<file path="src/rtl/johnson_pkg.sv">
// Shared definitions for consumers of a Johnson counter bus: FSM encoding,
// default width and the phase-index width helper.
package johnson_pkg;

  typedef enum logic {
    SYNC  = 1'b0,
    TRACK = 1'b1
  } state_t;

  localparam int DEF_WIDTH = 4;

  function automatic int ph_w(input int width);
    return $clog2(2 * width);
  endfunction

endpackage

</file>
<file path="src/rtl/johnson_decode.sv">
// Combinational Johnson-code checker/decoder: flags legal codes and maps them
// to a binary phase index 0..2N-1.
module johnson_decode
  import johnson_pkg::*;
#(
  parameter int  WIDTH = DEF_WIDTH,
  localparam int PH_W  = ph_w(WIDTH)
) (
  input  logic [WIDTH-1:0] q,
  output logic             legal,
  output logic [PH_W-1:0]  phase
);

  localparam logic [WIDTH-1:0] ONE = WIDTH'(1);

  logic [WIDTH-1:0] qn;
  logic             lsb_run;
  logic             msb_run;
  int               ones;

  always_comb begin
    qn      = ~q;
    // A run of ones anchored at the LSB is 2^k-1; at the MSB its complement is.
    lsb_run = ((q & (q + ONE)) == '0);
    msb_run = ((qn & (qn + ONE)) == '0);
    legal   = lsb_run | msb_run;
    ones    = 0;
    for (int i = 0; i < WIDTH; i++) begin
      ones = ones + int'(q[i]);
    end
    if (q[0] || (q == '0)) begin
      phase = PH_W'(ones);
    end else begin
      phase = PH_W'(2 * WIDTH - ones);
    end
  end

endmodule

</file>
<file path="src/rtl/johnson_phase_monitor.sv">
// Johnson counter monitor: validates codes and steps, decodes a trusted phase,
// tracks lock, counts revolutions and keeps sticky error flags.
module johnson_phase_monitor
  import johnson_pkg::*;
#(
  parameter int  WIDTH    = DEF_WIDTH,
  parameter int  LOCK_CNT = 2,
  parameter int  REV_W    = 8,
  localparam int PH_W     = ph_w(WIDTH)
) (
  input  logic               clk,
  input  logic               reset,
  input  logic [WIDTH-1:0]   q,
  input  logic               err_clr,
  output logic [PH_W-1:0]    phase,
  output logic [2*WIDTH-1:0] phase_onehot,
  output logic               phase_valid,
  output logic               locked,
  output logic               rev_tick,
  output logic [REV_W-1:0]   rev_count,
  output logic               err_code,
  output logic               err_step
);

  localparam int                NPH     = 2 * WIDTH;
  localparam int                CNT_W   = (LOCK_CNT < 1) ? 1 : $clog2(LOCK_CNT + 1);
  localparam logic [PH_W-1:0]   LAST_PH = PH_W'(NPH - 1);
  localparam logic [NPH-1:0]    OH_ONE  = NPH'(1);
  localparam logic [CNT_W-1:0]  CNT_TOP = CNT_W'(LOCK_CNT - 1);

  state_t           state, state_nxt;
  logic [CNT_W-1:0] cnt, cnt_nxt;
  logic [PH_W-1:0]  prev_phase;
  logic             prev_valid;

  logic             legal_p0;
  logic [PH_W-1:0]  dph_p0;
  logic [PH_W-1:0]  adv_ph;
  logic             is_hold, is_adv, bad_step;
  logic             set_code, set_step, tick;

  // Stage p0: combinational decode of the incoming code
  johnson_decode #(.WIDTH(WIDTH)) u_decode (
    .q     (q),
    .legal (legal_p0),
    .phase (dph_p0)
  );

  always_comb begin
    state_nxt = state;
    cnt_nxt   = cnt;
    set_step  = 1'b0;
    tick      = 1'b0;
    adv_ph    = (prev_phase == LAST_PH) ? '0 : prev_phase + 1'b1;
    is_hold   = prev_valid && legal_p0 && (dph_p0 == prev_phase);
    is_adv    = prev_valid && legal_p0 && (dph_p0 == adv_ph);
    bad_step  = prev_valid && legal_p0 && !is_hold && !is_adv;
    set_code  = !legal_p0;
    case (state)
      SYNC: begin
        if (!legal_p0 || bad_step) begin
          cnt_nxt = '0;
        end else if (is_adv) begin
          if (cnt == CNT_TOP) begin
            state_nxt = TRACK;
            cnt_nxt   = '0;
          end else begin
            cnt_nxt = cnt + 1'b1;
          end
        end
      end
      TRACK: begin
        if (!legal_p0 || bad_step) begin
          state_nxt = SYNC;
          cnt_nxt   = '0;
          set_step  = bad_step;
        end else if (is_adv && (prev_phase == LAST_PH)) begin
          tick = 1'b1;
        end
      end
    endcase
  end

  // Stage p1: registered FSM and outputs
  always_ff @(posedge clk or negedge reset) begin
    if (!reset) begin
      state <= SYNC;
      cnt   <= '0;
    end else begin
      state <= state_nxt;
      cnt   <= cnt_nxt;
    end
  end

  always_ff @(posedge clk or negedge reset) begin
    if (!reset) begin
      phase        <= '0;
      phase_onehot <= '0;
      phase_valid  <= 1'b0;
      prev_phase   <= '0;
      prev_valid   <= 1'b0;
      rev_tick     <= 1'b0;
      rev_count    <= '0;
      err_code     <= 1'b0;
      err_step     <= 1'b0;
    end else begin
      rev_tick <= tick;
      if (tick) begin
        rev_count <= rev_count + 1'b1;
      end
      if (legal_p0) begin
        phase        <= dph_p0;
        phase_onehot <= OH_ONE << dph_p0;
        phase_valid  <= 1'b1;
        prev_phase   <= dph_p0;
        prev_valid   <= 1'b1;
      end else begin
        phase_onehot <= '0;
        phase_valid  <= 1'b0;
        prev_valid   <= 1'b0;
      end
      // A new error in the clearing cycle wins over err_clr.
      err_code <= set_code | (err_code & ~err_clr);
      err_step <= set_step | (err_step & ~err_clr);
    end
  end

  assign locked = (state == TRACK);

endmodule

</file>
<file path="config.mk">
export PLATFORM = sky130hd
export DESIGN_NAME = johnson_phase_monitor
export DESIGN_NICKNAME = d
export VERILOG_FILES = /design/src/rtl/johnson_pkg.sv /design/src/rtl/johnson_decode.sv /design/src/rtl/johnson_phase_monitor.sv
export SDC_FILE = /design/constraint.sdc
export NUM_CORES = 1
export LEC_CHECK = 0
export ABC_AREA = 1
export BUFFER_PORTS_ARGS = -buffer_cell sky130_fd_sc_hd__buf_2
export CORE_MARGIN = 2
export CORE_UTILIZATION = 42
export DETAILED_ROUTE_END_ITERATION = 12
export GPL_TIMING_DRIVEN = 0
export SLEW_MARGIN = 20
export SYNTH_ARGS = -nofsm -noshare
export SYNTH_HDL_FRONTEND = slang
export SYNTH_SLANG_ARGS = --single-unit
export TNS_END_PERCENT = 5
</file>
<file path="constraint.sdc">
create_clock -name clk -period 3.2 [get_ports clk]
set_input_delay 0.16 -clock clk [delete_from_list [all_inputs] [get_ports clk]]
set_output_delay 0.16 -clock clk [all_outputs]
set_load 0.01 [all_outputs]
</file>
* Word-level counts from Yosys, hierarchy flattened *
Index checks and enable logic that the tools add are counted.

storage, ports and cells
  flip-flop bits (word level) = 26
  word-level logic and storage cells = 69
  output and inout bits = 24
  input bits = 7

cells by class
  bitwise logic cells = 10
  shift-type cells = 1
  reductions and logical operators = 15
  add/sub/neg operators = 9
  mux-type cells = 19
  equality and inequality tests = 6

operator list
  cell                 number
  $logic_not 4->1      3
  $mux 1               10
  $add 4x1->4 const B  2
  $add 8x1->8 const B  1
  $and 4x4->4          2
  $mux 2               4
  $mux 8               1
  $shl 1x3->8 const A  1
  $add 3x2->3          2
  $eq 3x3->1           2
  $logic_and 1x1->1    6
  $mux 3               2
  $not 4->4            1
  $pmux 2 s2           1
  $add 3x1->3 const B  1
  $eq 3x3->1 const B   1
  $logic_not 1->1      3
  $ne 3x3->1 const B   1
  $or 1x1->1           3
  $sub 1x3->3 const A  1
  $add 1x1->2          1
  $add 2x1->2 const B  1
  $and 1x1->1          2
  $eq 2x1->1 const B   1
  5 further kinds      7

* Longest topological paths before layout *
Gate-level depths: netlist of the first run.

  depth after elaboration = 14
  gate-level depth with buffers = 20

* Hierarchy *
Synthesis of the first run repeated with hierarchy kept, for this count alone.

second synthesis, totals
  cell total of the unflattened synthesis = 175
  area, all modules = 1,448.9 sq um

modules (own cells, without submodules)
  module                 area an instance (sq um)  cells an instance  instances
  johnson_phase_monitor  1,204.9                   134                1
  johnson_decode         244.0                     41                 1

* Worst setup path before layout of the first run *
OpenSTA, ideal clock, no wires.

  kind = input-to-reg
  from = in q[0]
  to = reg rev_count[2]
  slack = 0.770 ns
  arrival = 2.365 ns
  library setup time = 0.065 ns
  data required time = 3.135 ns
  cell stages on the path = 18
  path buffers = 1
  cell sequence = inv_2 -> ha_1 -> inv_1 -> fa_1 -> inv_1 -> ha_1 -> inv_1 -> ha_1 -> inv_1 -> nand3_2 -> nand3_1 -> nand2_1 -> nor2_4 -> nand2_4 -> nor2_8 -> buf_8 -> nand3b_1 -> nand2_1

on the way
  cells in the longest elaborated chain, start to end = 13
  elaborated cells on any way between the ends = 30
  those cells by class = add/sub: 6; eq/ne: 2; mux: 4; bitwise: 4; reduce/logical: 14

ends and longest elaborated chain
  what                                             RTL line                                                                               source
  from (decl)                                      johnson_phase_monitor.sv:13                                                            input logic [WIDTH-1:0] q,
  $add 1x1->2 or $not 4->4 (tied branches)         johnson_decode.sv:29, johnson_decode.sv:22
  $add 3x2->3 or $add 4x1->4 (tied branches)       johnson_decode.sv:29, johnson_decode.sv:25
  $add 3x2->3 or $and 4x4->4 (tied branches)       johnson_decode.sv:29, johnson_decode.sv:25
  $sub 1x3->3 or $logic_not 4->1 (tied branches)   johnson_decode.sv:34, johnson_decode.sv:25
  $mux 3 or $or 1x1->1 (tied branches)             johnson_decode.sv:31, johnson_decode.sv:26
  $eq 3x3->1 or $logic_and 1x1->1 (tied branches)  johnson_phase_monitor.sv:55, johnson_phase_monitor.sv:56, johnson_phase_monitor.sv:57
  $logic_and 1x1->1                                johnson_phase_monitor.sv:55                                                            is_hold = prev_valid && legal_p0 && (dph_p0 == prev_phase);
  $logic_not 1->1                                  johnson_phase_monitor.sv:57                                                            bad_step = prev_valid && legal_p0 && !is_hold && !is_adv;
  $logic_and 1x1->1 (2 in a row)                   johnson_phase_monitor.sv:57
  $logic_or 1x1->1                                 johnson_phase_monitor.sv:73                                                            if (!legal_p0 || bad_step) begin
  $mux 1 *                                         johnson_phase_monitor.sv:73
  $mux 1 *                                         johnson_phase_monitor.sv:59                                                            case (state)
  named net tick                                   johnson_phase_monitor.sv:40                                                            logic set_code, set_step, tick;
  to (signal assigned)                             johnson_phase_monitor.sv:109                                                           rev_count <= rev_count + 1'b1;
  to (decl)                                        johnson_phase_monitor.sv:20                                                            output logic [REV_W-1:0] rev_count,

Mark *: on every way through the listed nets, which the timed path passes. The rest lies on a longest branch.
A chain may end at the register's enable or synchronous reset.

* Worst setup path in the final report of the first run *
  from = in q[0]
  to = reg rev_count[6]

Same word-level chain as after synthesis.

==> results of run 1 <==
[cells in the mapped netlist (2+ instances only)]
| master | n |
|---|---|
| nor2_1 | 19 |
| nor2_2 | 2 |
| inv_2 | 3 |
| o21ai_1 | 2 |
| dfrtp_1 | 26 |
| nand2_4 | 3 |
| nand3_1 | 18 |
| nand2_1 | 48 |
| ha_1 | 10 |
| nand3_2 | 2 |
| xor2_1 | 6 |
| nand4_1 | 2 |
| nand3b_1 | 2 |
| o21ai_0 | 8 |
| inv_1 | 27 |
[worst paths after layout]
check	endpoint	slack (ns)	cells after the start
max in group asynchronous	prev_phase[1]$_DFFE_PN0P_	2.39	2
min	err_code$_DFF_PN0_	0.07	2
max	rev_count[6]$_DFFE_PN0P_	0.67	20
min in group asynchronous	rev_count[7]$_DFFE_PN0P_	0.42	2
min reg2reg	cnt[1]$_DFFE_PN0P_	0.50	2
max reg2reg	rev_count[6]$_DFFE_PN0P_	1.16	11
[layout make-up]
cell class / count / area, sq um / area share, %
timing repair buffer: 31 / 160 / 8.82
sequential: 26 / 651 / 35.8
inverter: 30 / 113 / 6.20
multi-input combinational: 132 / 777 / 42.8
tap: 48 / 60.1 / 3.31
clock buffer: 3 / 41.3 / 2.27
buffer: 1 / 15.0 / 0.826
[worst max-delay path, stage by stage]
cell      delay, ns
buf_2          0.13
inv_2          0.10
ha_1           0.29
inv_1          0.04
fa_1           0.36
inv_1          0.08
ha_1           0.24
inv_1          0.09
ha_1           0.19
nand2_1        0.06
nand2_1        0.06
nand3_1        0.10
nand2_1        0.11
nand2_1        0.05
nand2_1        0.15
nand2_4        0.10
nor2_8         0.14
buf_8          0.14
nand3b_2       0.07
nand2_1        0.06
[report_power, final]
group          switching (uW)  total [uW]  internal [uW]
logic                     167         264           97.0
registers                16.5         366            350
clock network            95.0         179           84.2
total                     278         809            531
[kinds of logic (layout without fill, tap and decap cells)]
logic type | Yosys count | after routing | synth area share [%]
AND/OR/NAND/NOR | 102 | 102 | 32.6
buffers and inverters | 31 | 65 | 8.21
flip-flops | 26 | 26 | 41.8
AO/OA/AOI/OAI | 12 | 12 | 4.10
adder cells (fa/ha/maj) | 11 | 11 | 9.33
XOR/XNOR | 7 | 7 | 3.94
[stage by stage]
| stage | setup slack [ns] | hold WS [ns] | util, % | total power [uW] |
|---|---|---|---|---|
| 2_1_floorplan | 0.770 | -0.136 | - | 569 |
| 3_3_place_gp | 0.378 | 0.193 | 49.0 | 638 |
| 3_5_place_dp | 0.371 | 0.196 | 49.0 | 640 |
| 4_1_cts | 0.653 | 0.0697 | 50.4 | 824 |
| 5_1_grt | 0.414 | 0.0976 | 50.4 | 873 |
| 6_report | 0.669 | 0.0735 | 50.4 | 809 |
[sequential cells by signal, indices dropped and copies added, names as in the netlist]
register      count
cnt               2
err_step          1
rev_tick          1
err_code          1
prev_valid        1
rev_count         8
locked            1
prev_phase        3
phase_onehot      8
[per-layer routing]
metal / vias up / global-route usage [%] / routed length [um]
met3: 5 / 2.08 / 85
met2: 25 / 24.6 / 1300
met4: 0 / 5.59 / 43
li1: 663 / - / -
met1: 565 / 18.3 / 1290
met5: - / 0 / 0
==> flow_summary.json, run 1 <==
{
  "hp-start": "err_clr",
  "final_layout_size_suffix_gt1_share_pct": 22.0,
  "grt_max_degree": 27,
  "worst-path-max-fanout": 10,
  "dieWidth_um": 64.9,
  "fin_crit_sh_pct": 79.1,
  "dieArea_sq_um": 4210,
  "vias_per_cell": 4.64,
  "start_util_pct": 43.1,
  "antenna_found_initial": 0,
  "arrival_ns": 2.74,
  "dpl_cell_area_sq_um": 1770,
  "path_class": "input port to flip-flop",
  "leakagePower_uw": 0.00103,
  "drt_iter0_drc": 37,
  "synth_ff_type": "dfrtp_1",
  "mostFrequentLayoutCell": "nand2_1",
  "num-fill-cells": 357,
  "hpwl_um": 2160,
  "outcome": "finished clean",
  "synthTopCellsByArea": "dfrtp_1, nand2_1, ha_1",
  "rsz0062_at_grt": "false",
  "power.density_nw_per_um2": 446,
  "hold_buffers": 1,
  "dr.pass1.iters": 4,
  "cts_sinks": 26,
  "final_net_count": 243,
  "cts_tree": "done",
  "max_freq_mhz": 395,
  "cts_max_level": 1,
  "maxSlewHeadroom_pct": 61.1,
  "grt_pass1_wl_um": 4750,
  "grt_pass1_vias": 1131,
  "core_area_sq_um": 3610,
  "n_antenna_cell": 0,
  "globalRouteOverflowTotal": 0,
  "netlist_area_sq_um": 1560,
  "worstReg2RegStart": "prev_phase[0]$_DFFE_PN0P_",
  "root_buffer": "clkbuf_8",
  "stdcell_area_sq_um": 1820,
  "synth_top_area_cell": "dfrtp_1",
  "critPathLaunchType": "input port",
  "end_kind": "flip-flop",
  "syn_to_final_growth_pct": 16.8,
  "finalWirelength_um": 2720,
  "synth-edff-count": 0,
  "ant_nets": 0,
  "dp.cells": 267,
  "rows": 22,
  "synth_seq_cells": 26,
  "yosysWarnings": 0,
  "finalMaxSlewViolations": 0,
  "clockBufferDepth": 2,
  "postCtsSetupBuffers": 0,
  "startpoint": "q[0]",
  "die_height_um": 64.9,
  "clkTransAtPathRegs_ns": 0.09,
  "track_usage_pct": 14.4,
  "final_cell_mix": "nand2_1, buf_2, inv_1",
  "cts_resized": 0,
  "synth_nets": 207,
  "vias": 1258,
  "cts_inserted_buffers": 3,
  "irDropWorstVdd_mv": 0.159,
  "period_minus_slack_ns": 2.53,
  "yosysSeqAreaShare_pct": 41.8,
  "clkLatencyLatePin_ns": 0.27,
  "syn_inst": 189,
  "async_flop_share_pct": 100,
  "post-route-drc-count": 0,
  "worstHoldPathType": "input port to flip-flop",
  "tightest_slew_ns": 0.584,
  "final-hold-violation-count": 0,
  "instances_no_fill": 271,
  "synth_top_cell_area_share_pct": 41.8,
  "postSynthAreaPerCell_sq_um": 8.23,
  "synth.distinct_cells": 26,
  "numPortBuffers": 30,
  "setup_tns_ns": 0,
  "setup_viol": 0,
  "io_pins": 31,
  "fin_skew_ns": 0.00869,
  "cp_data_required_time_ns": 3.41,
  "routedWlPerCell_um": 10.0,
  "max-cap-violations": 0,
  "place.gp.congestion": 0.740
}
(Power assumes the default switching activity.)
==> run 2, diff against run 1 <==
ABC_AREA = 0   (was 1)
PLACE_DENSITY = 0.67   (was default)
clock period = 2.15 ns   (was 3.2 ns; I/O delays follow)
==> flow_summary.json, run 2 <==
{
  "worstReg2RegStart": "prev_phase[0]$_DFFE_PN0P_",
  "maxSlewHeadroom_pct": 62.4,
  "synth_top_family_by_area": "simple AND/OR/NAND/NOR gates",
  "clkTransAtPathRegs_ns": 0.14,
  "finalWorstSetupSlack_ns": -0.151,
  "startpoint": "q[0]",
  "period_minus_slack_ns": 2.30,
  "dp.cells": 205,
  "dp_slack_ns": -0.685,
  "yosysSeqAreaShare_pct": 46.3,
  "synth.distinct_cells": 39,
  "setup_viol": 11,
  "synth_nets": 149,
  "yosysWarnings": 0,
  "cts_sinks": 26,
  "path_class": "input port to flip-flop",
  "slowest_stage": "fa_2",
  "synth_xor_xnor_area_share_pct": 9.71,
  "worstHoldPathType": "input port to flip-flop",
  "outcome": "finished with violations",
  "regToRegSetupSlack_ns": -0.15,
  "die_height_um": 61.8,
  "postSynthAreaPerCell_sq_um": 10.7,
  "cts_max_level": 1,
  "rows": 20,
  "clockBufferDepth": 2,
  "drt_iter0_drc": 36,
  "track_usage_pct": 16.1,
  "final_layout_size_suffix_gt1_share_pct": 37.3,
  "mostFrequentLayoutCell": "buf_2",
  "max-cap-violations": 0,
  "synth.most_common_cell": "dfrtp_1",
  "async_flop_share_pct": 100,
  "finalWirelength_um": 2770,
  "leakagePower_uw": 0.000889,
  "irDropWorstVdd_mv": 0.298,
  "grt_util_met1_pct": 20.3,
  "synthAdderAreaFrac_pct": 10.3,
  "synthSimpleGateAreaFrac_pct": 18.3,
  "root_buffer": "clkbuf_4",
  "max_freq_mhz": 435,
  "cp_data_required_time_ns": 2.37,
  "grt_pass1_vias": 1007,
  "violations": "negative setup slack",
  "clkLatencyLatePin_ns": 0.32,
  "core_area_sq_um": 3130,
  "cts_tree": "done",
  "fin_skew_ns": 0.00799,
  "use_met2_pct": 26.8,
  "io_pins": 31,
  "end_kind": "flip-flop",
  "globalRouteOverflowTotal": 0,
  "final_cell_mix": "buf_2, dfrtp_1, nor2_1",
  "rsz0062_at_grt": "true",
  "cp_common_cell": "ha_4",
  "synth_common_cells": "dfrtp_1, nor2_1, inv_1, ha_1, xnor2_1",
  "dr.pass1.iters": 4,
  "synth_seq_cells": 26,
  "vias": 1077,
  "synth-edff-count": 0,
  "hp-start": "err_clr",
  "synth_ff_type": "dfrtp_1",
  "instances_no_fill": 213,
  "finalMaxSlewViolations": 0,
  "numPortBuffers": 30,
  "dieArea_sq_um": 3820,
  "cts_inserted_buffers": 3,
  "power.density_nw_per_um2": 736,
  "syn_inst": 131,
  "routedWlPerCell_um": 13.0,
  "hpwl_um": 2040,
  "tightest_slew_ns": 0.564,
  "utilization_pct": 58.8,
  "final-hold-violation-count": 0,
  "netlist_area_sq_um": 1400,
  "grt_max_degree": 27,
  "synth_top_cell_area_share_pct": 46.3,
  "post-route-drc-count": 0,
  "final_net_count": 188,
  "antenna_found_initial": 0,
  "n_antenna_cell": 0,
  "place.gp.congestion": 0.786,
  "critPathLaunchType": "input port",
  "met3_usage_pct": 4.14,
  "vias_per_cell": 5.06,
  "arrival_ns": 2.52,
  "grt.busiest_layer": "met2",
  "grt_pass1_wl_um": 4530,
  "ant_nets": 0,
  "worst-path-max-fanout": 9,
  "largest_registers": "phase_onehot (8), rev_count (8), prev_phase (3)",
  "crit_path_max_incr_delay_ns": 0.35,
  "synth_compound_area_share_pct": 10.2,
  "syn_to_final_growth_pct": 31.1,
  "synth_top_area_cell": "dfrtp_1",
  "dieWidth_um": 61.8,
  "crit_chain": "buf_12, inv_8, ha_4, inv_2, fa_2, inv_2, ha_4, inv_4, ha_4, xnor3_1, nor3_2, o221ai_2, nor3_4, buf_12, mux2_4",
  "start_util_pct": 44.9,
  "synthMuxAreaShare_pct": 1.52,
  "synthTopCellsByArea": "dfrtp_1, ha_1, xnor2_1",
  "fin_crit_sh_pct": 107
}
[run 2: changes by cell type in the layout (fill, tap and decap cells not counted), sizes merged, moves of 5 or more]
cell | before | now
inv | 30 | 11
nand2 | 52 | 7
nand3 | 21 | 3
nor2 | 23 | 13
nor3 | 1 | 6
o21ai | 10 | 2
xnor2 | 1 | 10
[run 2: area by class of cell]
class                      count  area (sq um)
buffer                         2          16.3
clock buffer                   3          22.5
clock inverter                 1          30.0
fill                         266          1290
inverter                      11          51.3
multi-input combinational     92           797
sequential                    26           652
tap                           44          55.1
timing repair buffer          34           216
[run 2: metrics by stage]
step                      setup TNS, ns  total power, uW  hold WS (ns)  cell area, sq um
after floorplan                   -2.40              867        -0.188              1480
after global placement            -8.39              964         0.120              1680
after detailed placement          -8.83              975         0.136              1680
after CTS                         -1.41             1360        0.0651              1830
after global routing              -3.00             1430        0.0770              1840
final                             -1.02             1350        0.0743              1840
[run 2: cell families (layout without fill, tap and decap cells)]
logic type,after synthesis,count (layout)
adder cells (fa/ha/maj),11,11
flip-flops,26,26
AND/OR/NAND/NOR,46,46
buffers and inverters,13,51
XOR/XNOR,14,14
AO/OA/AOI/OAI,19,19
multiplexers,2,2
[run 2: routing by layer]
metal,wire (um),share of wire [%]
met2,1350,49
met1,1240,45
met3,129,4.7
met5,0,0
met4,42,1.5
[run 2: critical path, delay by kind of cell]
family,cells,cell delay [ns]
and+or+nand+nor,2,0.34
AOI/OAI and AO/OA,1,0.16
buffers and inverters,6,0.47
adders and majority gates,4,0.95
muxes,1,0.29
xor gates and xnor gates,1,0.22
[run 2: where the power goes]
part | leakage [uW] | total, uW | switching, uW | internal, uW
clock | 0.0000279 | 331 | 143 | 188
combinational | 0.000514 | 474 | 238 | 236
sequential | 0.000347 | 549 | 27.6 | 521
total | 0.000889 | 1350 | 408 | 946
[run 2: final timing paths]
check	to	cells after the start
worst max register to register	rev_count[1]$_DFFE_PN0P_	8
worst min-delay path	err_code$_DFF_PN0_	3
worst min register to register	rev_count[7]$_DFFE_PN0P_	1
max in group asynchronous	prev_phase[0]$_DFFE_PN0P_	2
worst max-delay path	rev_count[1]$_DFFE_PN0P_	15
min in group asynchronous	phase_onehot[4]$_DFF_PN0_	2
[run 2: repair_timing]
item	CTS	global route
setup buffers	3	0
setup endpoints to repair	13	13
resized for setup	10	3
pin swaps	1	2
hold buffers	1	0
endpoints found under the hold margin	26	0
